<file path="config.mk">
export PLATFORM = sky130hd
export DESIGN_NAME = riscv_fwd_hazard_unit_flat
export DESIGN_NICKNAME = d
export VERILOG_FILES = /design/src/rtl/riscv_fwd_hazard_unit_if.sv /design/src/rtl/riscv_fwd_hazard_unit.sv /design/src/flat_wrapper.sv
export SDC_FILE = /design/constraint.sdc
export NUM_CORES = 1
export LEC_CHECK = 0
export ABC_AREA = 1
export ABC_CLOCK_PERIOD_IN_PS = 1950
export CORE_AREA = 4 4 123 125
export CTS_CLUSTER_SIZE = 24
export DETAILED_ROUTE_END_ITERATION = 10
export DIE_AREA = 0 0 127 129
export DONT_BUFFER_PORTS = 1
export PLACE_DENSITY = 0.48
export RECOVER_POWER = 25
export SETUP_SLACK_MARGIN = 0.05
export SYNTH_ARGS = -nofsm -noshare
export SYNTH_HDL_FRONTEND = slang
export SYNTH_SLANG_ARGS = --single-unit
</file>
<file path="constraint.sdc">
create_clock -name clk -period 1.95 [get_ports clk]
set_input_delay 0.0975 -clock clk [delete_from_list [all_inputs] [get_ports clk]]
set_output_delay 0.0975 -clock clk [all_outputs]
set_load 0.01 [all_outputs]
</file>
<file path="src/rtl/riscv_fwd_hazard_unit_if.sv">
// Operand-forwarding / load-use hazard bundle between the ID/EX register, the
// hazard unit and the EX-stage ALU operand muxes.
interface riscv_fwd_hazard_unit_if #(
  parameter int XLEN       = 32,
  parameter int REG_ADDR_W = 5
);
  logic                  id_valid;
  logic [REG_ADDR_W-1:0] id_rs1;
  logic [REG_ADDR_W-1:0] id_rs2;
  logic [REG_ADDR_W-1:0] id_rd;
  logic                  id_use_rs1;
  logic                  id_use_rs2;
  logic                  id_we;
  logic                  id_is_load;
  logic                  id_asel_pc;
  logic                  id_bsel_imm;
  logic                  flush;
  logic [XLEN-1:0]       ex_pc;
  logic [XLEN-1:0]       ex_imm;
  logic [XLEN-1:0]       ex_rs1_data;
  logic [XLEN-1:0]       ex_rs2_data;
  logic [XLEN-1:0]       mem_alu_data;
  logic [XLEN-1:0]       wb_data;
  logic                  stall;
  logic [1:0]            fwd_a_sel;
  logic [1:0]            fwd_b_sel;
  logic [XLEN-1:0]       op_a;
  logic [XLEN-1:0]       op_b;
  logic [XLEN-1:0]       fwd_rs2_data;

  modport master (
    output id_valid, id_rs1, id_rs2, id_rd, id_use_rs1, id_use_rs2, id_we,
           id_is_load, id_asel_pc, id_bsel_imm, flush,
           ex_pc, ex_imm, ex_rs1_data, ex_rs2_data, mem_alu_data, wb_data,
    input  stall, fwd_a_sel, fwd_b_sel, op_a, op_b, fwd_rs2_data
  );

  modport slave (
    input  id_valid, id_rs1, id_rs2, id_rd, id_use_rs1, id_use_rs2, id_we,
           id_is_load, id_asel_pc, id_bsel_imm, flush,
           ex_pc, ex_imm, ex_rs1_data, ex_rs2_data, mem_alu_data, wb_data,
    output stall, fwd_a_sel, fwd_b_sel, op_a, op_b, fwd_rs2_data
  );
endinterface

</file>
<file path="src/rtl/riscv_fwd_hazard_unit.sv">
// EX-stage operand forwarding and load-use stall generation for a 5-stage
// RISC-V pipeline, tracking its own EX/MEM/WB destination scoreboard.
module riscv_fwd_hazard_unit #(
  parameter int XLEN       = 32,
  parameter int REG_ADDR_W = 5,
  parameter int LOAD_LAT   = 1
) (
  input  logic                         clk,
  input  logic                         rst,
  riscv_fwd_hazard_unit_if.slave       bus
);
  typedef struct packed {
    logic                  valid;
    logic [REG_ADDR_W-1:0] rd;
    logic                  we;
    logic                  is_load;
    logic [REG_ADDR_W-1:0] rs1;
    logic [REG_ADDR_W-1:0] rs2;
    logic                  use1;
    logic                  use2;
    logic                  asel;
    logic                  bsel;
  } entry_t;

  localparam logic [1:0] LAT_M1 = 2'(LOAD_LAT - 1);

  entry_t     ex_reg, mem_reg, wb_reg;
  entry_t     id_entry;
  logic [1:0] cnt_reg, cnt_next;
  logic       haz;
  logic       stall;

  always_comb begin
    id_entry         = '0;
    id_entry.valid   = 1'b1;
    id_entry.rd      = bus.id_rd;
    id_entry.we      = bus.id_we;
    id_entry.is_load = bus.id_is_load;
    id_entry.rs1     = bus.id_rs1;
    id_entry.rs2     = bus.id_rs2;
    id_entry.use1    = bus.id_use_rs1;
    id_entry.use2    = bus.id_use_rs2;
    id_entry.asel    = bus.id_asel_pc;
    id_entry.bsel    = bus.id_bsel_imm;
  end

  assign haz = bus.id_valid & ex_reg.valid & ex_reg.is_load & ex_reg.we
             & (ex_reg.rd != '0)
             & ((bus.id_use_rs1 & (bus.id_rs1 == ex_reg.rd))
              | (bus.id_use_rs2 & (bus.id_rs2 == ex_reg.rd)));

  // A taken branch kills the dependant, so it must never be stalled for.
  assign stall     = ((cnt_reg != 2'd0) | haz) & ~bus.flush;
  assign bus.stall = stall;

  always_comb begin
    cnt_next = cnt_reg;
    if (bus.flush) begin
      cnt_next = 2'd0;
    end else if (cnt_reg != 2'd0) begin
      cnt_next = cnt_reg - 2'd1;
    end else if (haz) begin
      cnt_next = LAT_M1;
    end
  end

  always_ff @(posedge clk) begin
    if (rst) begin
      ex_reg  <= '0;
      mem_reg <= '0;
      wb_reg  <= '0;
      cnt_reg <= 2'd0;
    end else begin
      wb_reg  <= mem_reg;
      mem_reg <= ex_reg;
      ex_reg  <= (bus.id_valid & ~stall & ~bus.flush) ? id_entry : '0;
      cnt_reg <= cnt_next;
    end
  end

  logic [REG_ADDR_W-1:0] src_idx [2];
  logic                  src_use [2];
  logic [XLEN-1:0]       src_rf  [2];
  logic [1:0]            fwd_sel [2];
  logic [XLEN-1:0]       fwd_val [2];

  assign src_idx[0] = ex_reg.rs1;
  assign src_idx[1] = ex_reg.rs2;
  assign src_use[0] = ex_reg.use1;
  assign src_use[1] = ex_reg.use2;
  assign src_rf[0]  = bus.ex_rs1_data;
  assign src_rf[1]  = bus.ex_rs2_data;

  for (genvar gi = 0; gi < 2; gi++) begin : g_src
    logic mem_hit, wb_hit;
    // Load data is not available in MEM; the stall pushes the dependant back to WB.
    assign mem_hit = src_use[gi] & (src_idx[gi] != '0) & mem_reg.valid & mem_reg.we
                   & ~mem_reg.is_load & (mem_reg.rd == src_idx[gi]);
    assign wb_hit  = src_use[gi] & (src_idx[gi] != '0) & wb_reg.valid & wb_reg.we
                   & (wb_reg.rd == src_idx[gi]);
    assign fwd_sel[gi] = mem_hit ? 2'b01 : (wb_hit ? 2'b10 : 2'b00);
    assign fwd_val[gi] = mem_hit ? bus.mem_alu_data : (wb_hit ? bus.wb_data : src_rf[gi]);
  end

  assign bus.fwd_a_sel    = ex_reg.asel ? 2'b11 : fwd_sel[0];
  assign bus.fwd_b_sel    = ex_reg.bsel ? 2'b11 : fwd_sel[1];
  assign bus.op_a         = ex_reg.asel ? bus.ex_pc : fwd_val[0];
  assign bus.op_b         = ex_reg.bsel ? bus.ex_imm : fwd_val[1];
  assign bus.fwd_rs2_data = fwd_val[1];

  logic unused_fields;
  assign unused_fields = ^{mem_reg.rs1, mem_reg.rs2, mem_reg.use1, mem_reg.use2,
                           mem_reg.asel, mem_reg.bsel, wb_reg.is_load, wb_reg.rs1,
                           wb_reg.rs2, wb_reg.use1, wb_reg.use2, wb_reg.asel,
                           wb_reg.bsel};
endmodule
</file>
<file path="src/flat_wrapper.sv">
// flat-port wrapper written by rule: the top's interface ports become plain ports
module riscv_fwd_hazard_unit_flat 
#(
  parameter int XLEN       = 32,
  parameter int REG_ADDR_W = 5,
  parameter int LOAD_LAT   = 1
)
  (clk, rst, bus_id_valid, bus_id_rs1, bus_id_rs2, bus_id_rd, bus_id_use_rs1, bus_id_use_rs2, bus_id_we, bus_id_is_load, bus_id_asel_pc, bus_id_bsel_imm, bus_flush, bus_ex_pc, bus_ex_imm, bus_ex_rs1_data, bus_ex_rs2_data, bus_mem_alu_data, bus_wb_data, bus_stall, bus_fwd_a_sel, bus_fwd_b_sel, bus_op_a, bus_op_b, bus_fwd_rs2_data);
  riscv_fwd_hazard_unit_if #(.XLEN(XLEN), .REG_ADDR_W(REG_ADDR_W)) bus_i ();
  input  logic clk;
  input  logic rst;
  input wire logic [$bits(bus_i.id_valid)-1:0] bus_id_valid;
  input wire logic [$bits(bus_i.id_rs1)-1:0] bus_id_rs1;
  input wire logic [$bits(bus_i.id_rs2)-1:0] bus_id_rs2;
  input wire logic [$bits(bus_i.id_rd)-1:0] bus_id_rd;
  input wire logic [$bits(bus_i.id_use_rs1)-1:0] bus_id_use_rs1;
  input wire logic [$bits(bus_i.id_use_rs2)-1:0] bus_id_use_rs2;
  input wire logic [$bits(bus_i.id_we)-1:0] bus_id_we;
  input wire logic [$bits(bus_i.id_is_load)-1:0] bus_id_is_load;
  input wire logic [$bits(bus_i.id_asel_pc)-1:0] bus_id_asel_pc;
  input wire logic [$bits(bus_i.id_bsel_imm)-1:0] bus_id_bsel_imm;
  input wire logic [$bits(bus_i.flush)-1:0] bus_flush;
  input wire logic [$bits(bus_i.ex_pc)-1:0] bus_ex_pc;
  input wire logic [$bits(bus_i.ex_imm)-1:0] bus_ex_imm;
  input wire logic [$bits(bus_i.ex_rs1_data)-1:0] bus_ex_rs1_data;
  input wire logic [$bits(bus_i.ex_rs2_data)-1:0] bus_ex_rs2_data;
  input wire logic [$bits(bus_i.mem_alu_data)-1:0] bus_mem_alu_data;
  input wire logic [$bits(bus_i.wb_data)-1:0] bus_wb_data;
  output wire logic [$bits(bus_i.stall)-1:0] bus_stall;
  output wire logic [$bits(bus_i.fwd_a_sel)-1:0] bus_fwd_a_sel;
  output wire logic [$bits(bus_i.fwd_b_sel)-1:0] bus_fwd_b_sel;
  output wire logic [$bits(bus_i.op_a)-1:0] bus_op_a;
  output wire logic [$bits(bus_i.op_b)-1:0] bus_op_b;
  output wire logic [$bits(bus_i.fwd_rs2_data)-1:0] bus_fwd_rs2_data;
  assign bus_i.id_valid = bus_id_valid;
  assign bus_i.id_rs1 = bus_id_rs1;
  assign bus_i.id_rs2 = bus_id_rs2;
  assign bus_i.id_rd = bus_id_rd;
  assign bus_i.id_use_rs1 = bus_id_use_rs1;
  assign bus_i.id_use_rs2 = bus_id_use_rs2;
  assign bus_i.id_we = bus_id_we;
  assign bus_i.id_is_load = bus_id_is_load;
  assign bus_i.id_asel_pc = bus_id_asel_pc;
  assign bus_i.id_bsel_imm = bus_id_bsel_imm;
  assign bus_i.flush = bus_flush;
  assign bus_i.ex_pc = bus_ex_pc;
  assign bus_i.ex_imm = bus_ex_imm;
  assign bus_i.ex_rs1_data = bus_ex_rs1_data;
  assign bus_i.ex_rs2_data = bus_ex_rs2_data;
  assign bus_i.mem_alu_data = bus_mem_alu_data;
  assign bus_i.wb_data = bus_wb_data;
  assign bus_stall = bus_i.stall;
  assign bus_fwd_a_sel = bus_i.fwd_a_sel;
  assign bus_fwd_b_sel = bus_i.fwd_b_sel;
  assign bus_op_a = bus_i.op_a;
  assign bus_op_b = bus_i.op_b;
  assign bus_fwd_rs2_data = bus_i.fwd_rs2_data;
  riscv_fwd_hazard_unit #(.XLEN(XLEN), .REG_ADDR_W(REG_ADDR_W), .LOAD_LAT(LOAD_LAT)) u_core (.clk(clk), .rst(rst), .bus(bus_i));
endmodule
</file>
==> flow_summary_export.csv <==
group,metric,value,unit
critical_path,cp_max_fo,6,
synthesis,ys_ff_latch,39,
floorplanning,die_h,129,µm
sta,rsz0062_at_grt,"true",
critical_path,cp-end-kind,"primary output",
routing,ant_nets,0,
synthesis,synthTopCellsByArea,"nand2_1, dfxtp_1, nand4_1, inv_1, nand3_1",
global_route,global_route.overflow_total,0,
routing,route.detailed.drc,0,
synthesis,netlist_top_cells_count,"nand2_1, inv_1, nand4_1",
synthesis,avgSynthCellArea,5.172,µm²
synthesis,synth_seq_area_share,0.1666,
sta,fin_ws,-0.02885,ns
sta,drv_slew,0,
sta,fin_crit,1.979,ns
synthesis,syn_inst,906,
critical_path,crit_start,"u_core.wb_reg[19]",
global_route,grt_pass1_vias,5695,
finish,fillCellCount,1475,
synthesis,synth_top_area_share,0.2868,
clock_tree,cts.sink_count,39,
placement,hpwl,16380,µm
placement,dpl.cell_count,1055,
clock_tree,cts_tree,"built",
sta,hold_violations,0,
placement,io_buffers,0,
routing,vias,6227,
clock_tree,clk_pin_slew_worst_paths,0.06,ns
synthesis,async_flop_share,0,
finish,final_util,0.4965,
global_route,antenna_found_initial,0,
outcome,status,"finished with violations",
floorplanning,start_util,0.3376,
finish,final_cells,1118,
clock_tree,clockBufferDepth,2,
global_route,grtUsageTotal,0.2503,
routing,dr.pass1.iters,6,
sta,fin_worst_skew,0.004128,ns
finish,antennaDiodeCount,0,
critical_path,slowest_stage,"dfxtp_4",
clock_tree,clock_latency,0.28,ns
routing,totalWireLength,24650,µm
synthesis,mappedNetlistArea,4686,µm²
critical_path,crit_arrival,1.88,ns
synthesis,yosysUniqueCellTypes,30,
critical_path,cpPeakStageDelay,0.36,ns
critical_path,cp-start-kind,"register",
clock_tree,cts_buffers,5,
floorplanning,rows,43,
power_and_ir_drop,p_leak,3.419,nW
critical_path,worst-setup-path-type,"register to primary output",
finish,layout.nets,1155,
synthesis,synth_flop_cell,"dfxtp_1",
synthesis,synth-edff-count,0,
global_route,grt_first_pass_wirelength,32080,µm
clock_tree,cts-root-buf,"clkbuf_16",
outcome,violations,"negative setup slack",
min_path,min_from,"bus_flush",
sta,fin_crit_sh,1.015,
global_route,grt_max_degree,65,
finish,drive_above_1_share,0.3561,
critical_path,crit_path_cell_trace,"xnor2_2 > nand2_2 > nor3_4 > buf_6 > nand3_4 > clkbuf_16 > nand2_2 > nand2_2 > nand2_4 > nand2_4",
run,maxCapViolations,0,
floorplanning,fp.dieW,127,µm
sta,slew_headroom,0.5555,
min_path,hp-class,"input pin to primary output",
synthesis,yosysTopAreaCell,"nand2_1",
routing,drt_iter0_markers,499,
routing,vias_per_cell,5.570,
critical_path,crit-reg2reg-launch,"u_core.ex_reg[19]",
synthesis,ys.warnings.count,0,
placement,routabilityCongestion,0.9397,
finish,largest_reg_flops,22,
sta,worst_pin_slew,0.6645,ns
sta,fmax,505.3,MHz
floorplanning,io-pin-count,318,
finish,areaGrowthSynthToFinish,47.08,%
sta,final-setup-viol-count,8,
critical_path,cp_common_cell,"nand2_2",
synthesis,syn_nets,1123,
synthesis,synthMostInstantiatedCell,"nand2_1",
floorplanning,die_area,16380,µm²
routing,wl_per_cell,22.05,µm
clock_tree,h-tree-depth,2,
critical_path,required,1.85,ns
floorplanning,core_area,13880,µm²
power_and_ir_drop,p_total,0.002453,W
power_and_ir_drop,power.density,355.9,nW/µm²
power_and_ir_drop,peakVddDrop,592.9,µV
[placed cells by master, fill, tap and decap left out, types with 4 or more instances in the layout]
cell,count
nand3_2,35
buf_4,20
dlygate4sd3_1,23
nor2_1,86
nand3_4,6
buf_8,4
nand4_1,99
inv_1,106
nand2_2,113
o22ai_1,6
and2_4,29
nand2_4,33
nand3_1,34
dfxtp_2,11
inv_2,12
buf_6,9
xor2_1,6
dfxtp_1,21
clkbuf_16,13
dfxtp_4,7
nand2_1,211
buf_12,15
[routing by layer]
| layer | vias up | routed length, µm | track usage |
|---|---|---|---|
| li1 | 2934 | - | - |
| met1 | 2841 | 9612 | 0.3202 |
| met2 | 389 | 11800 | 0.4337 |
| met3 | 63 | 2402 | 0.04940 |
| met4 | 0 | 833 | 0.06246 |
| met5 | - | 0 | 0 |
[power breakdown]
part / switching [W] / total, W / internal (W) / leakage, nW
registers: 0.0000168 / 0.000825 / 0.000808 / 0.327
logic: 0.000497 / 0.000833 / 0.000336 / 3.02
clock network: 0.000296 / 0.000795 / 0.000498 / 0.0727
total: 0.000810 / 0.00245 / 0.00164 / 3.42
[worst paths after layout]
path,end,slack [ns],cells past startpoint
worst max-delay path,bus_op_a[13],-0.03,10
worst min-delay path,bus_stall,0.24,1
worst max register to register,u_core.ex_reg[2],0.38,9
worst min register to register,u_core.mem_reg[15],0.42,2
[cell families after synthesis]
logic type,Yosys count,share of synthesized area
simple gates,657,0.6326
buf+inv,185,0.1639
flops,39,0.1666
xor+xnor,9,0.01682
compound gates,16,0.02003
[timing repair]
item | 4_1_cts | 5_1_grt
buffers inserted | 9 | 8
cloned | 5 | 11
pin swaps | 21 | 72
hold buffers | 23 | 0
resized for setup | 97 | 254
endpoints found under the hold margin | 38 | 0
setup endpoints to repair | 98 | 99
[through the flow]
step | hold WS [ns] | setup WS (ns) | instance area (µm²) | TNS [ns]
floorplan | 0.2097 | 0.5005 | 4686 | 0
global placement | 0.1736 | 0.09591 | 4897 | 0
detailed placement | 0.1752 | 0.06355 | 4897 | 0
CTS | 0.2436 | 0.01726 | 5767 | 0
global route | 0.2442 | -0.1263 | 6892 | -4.903
finish | 0.2418 | -0.02885 | 6892 | -0.07111
[critical path: cells and delay by family (launching register included)]
kind / cells / cell delay, ns
simple gates: 7 / 0.67
xor+xnor: 1 / 0.17
flops: 1 / 0.36
buf+inv: 2 / 0.40
[cell type report]
class | instances | area, µm² | area share
Timing Repair Buffer | 82 | 1125 | 0.1632
Tap cell | 180 | 225.2 | 0.03268
Clock buffer | 6 | 138.9 | 0.02015
Clock inverter | 1 | 5.005 | 0.0007262
Multi-Input combinational cell | 684 | 4059 | 0.5890
Inverter | 124 | 498.0 | 0.07226
Sequential cell | 39 | 820.8 | 0.1191
Timing Repair inverter | 2 | 20.02 | 0.002905
No activity file was read; power rests on OpenSTA's default activity.
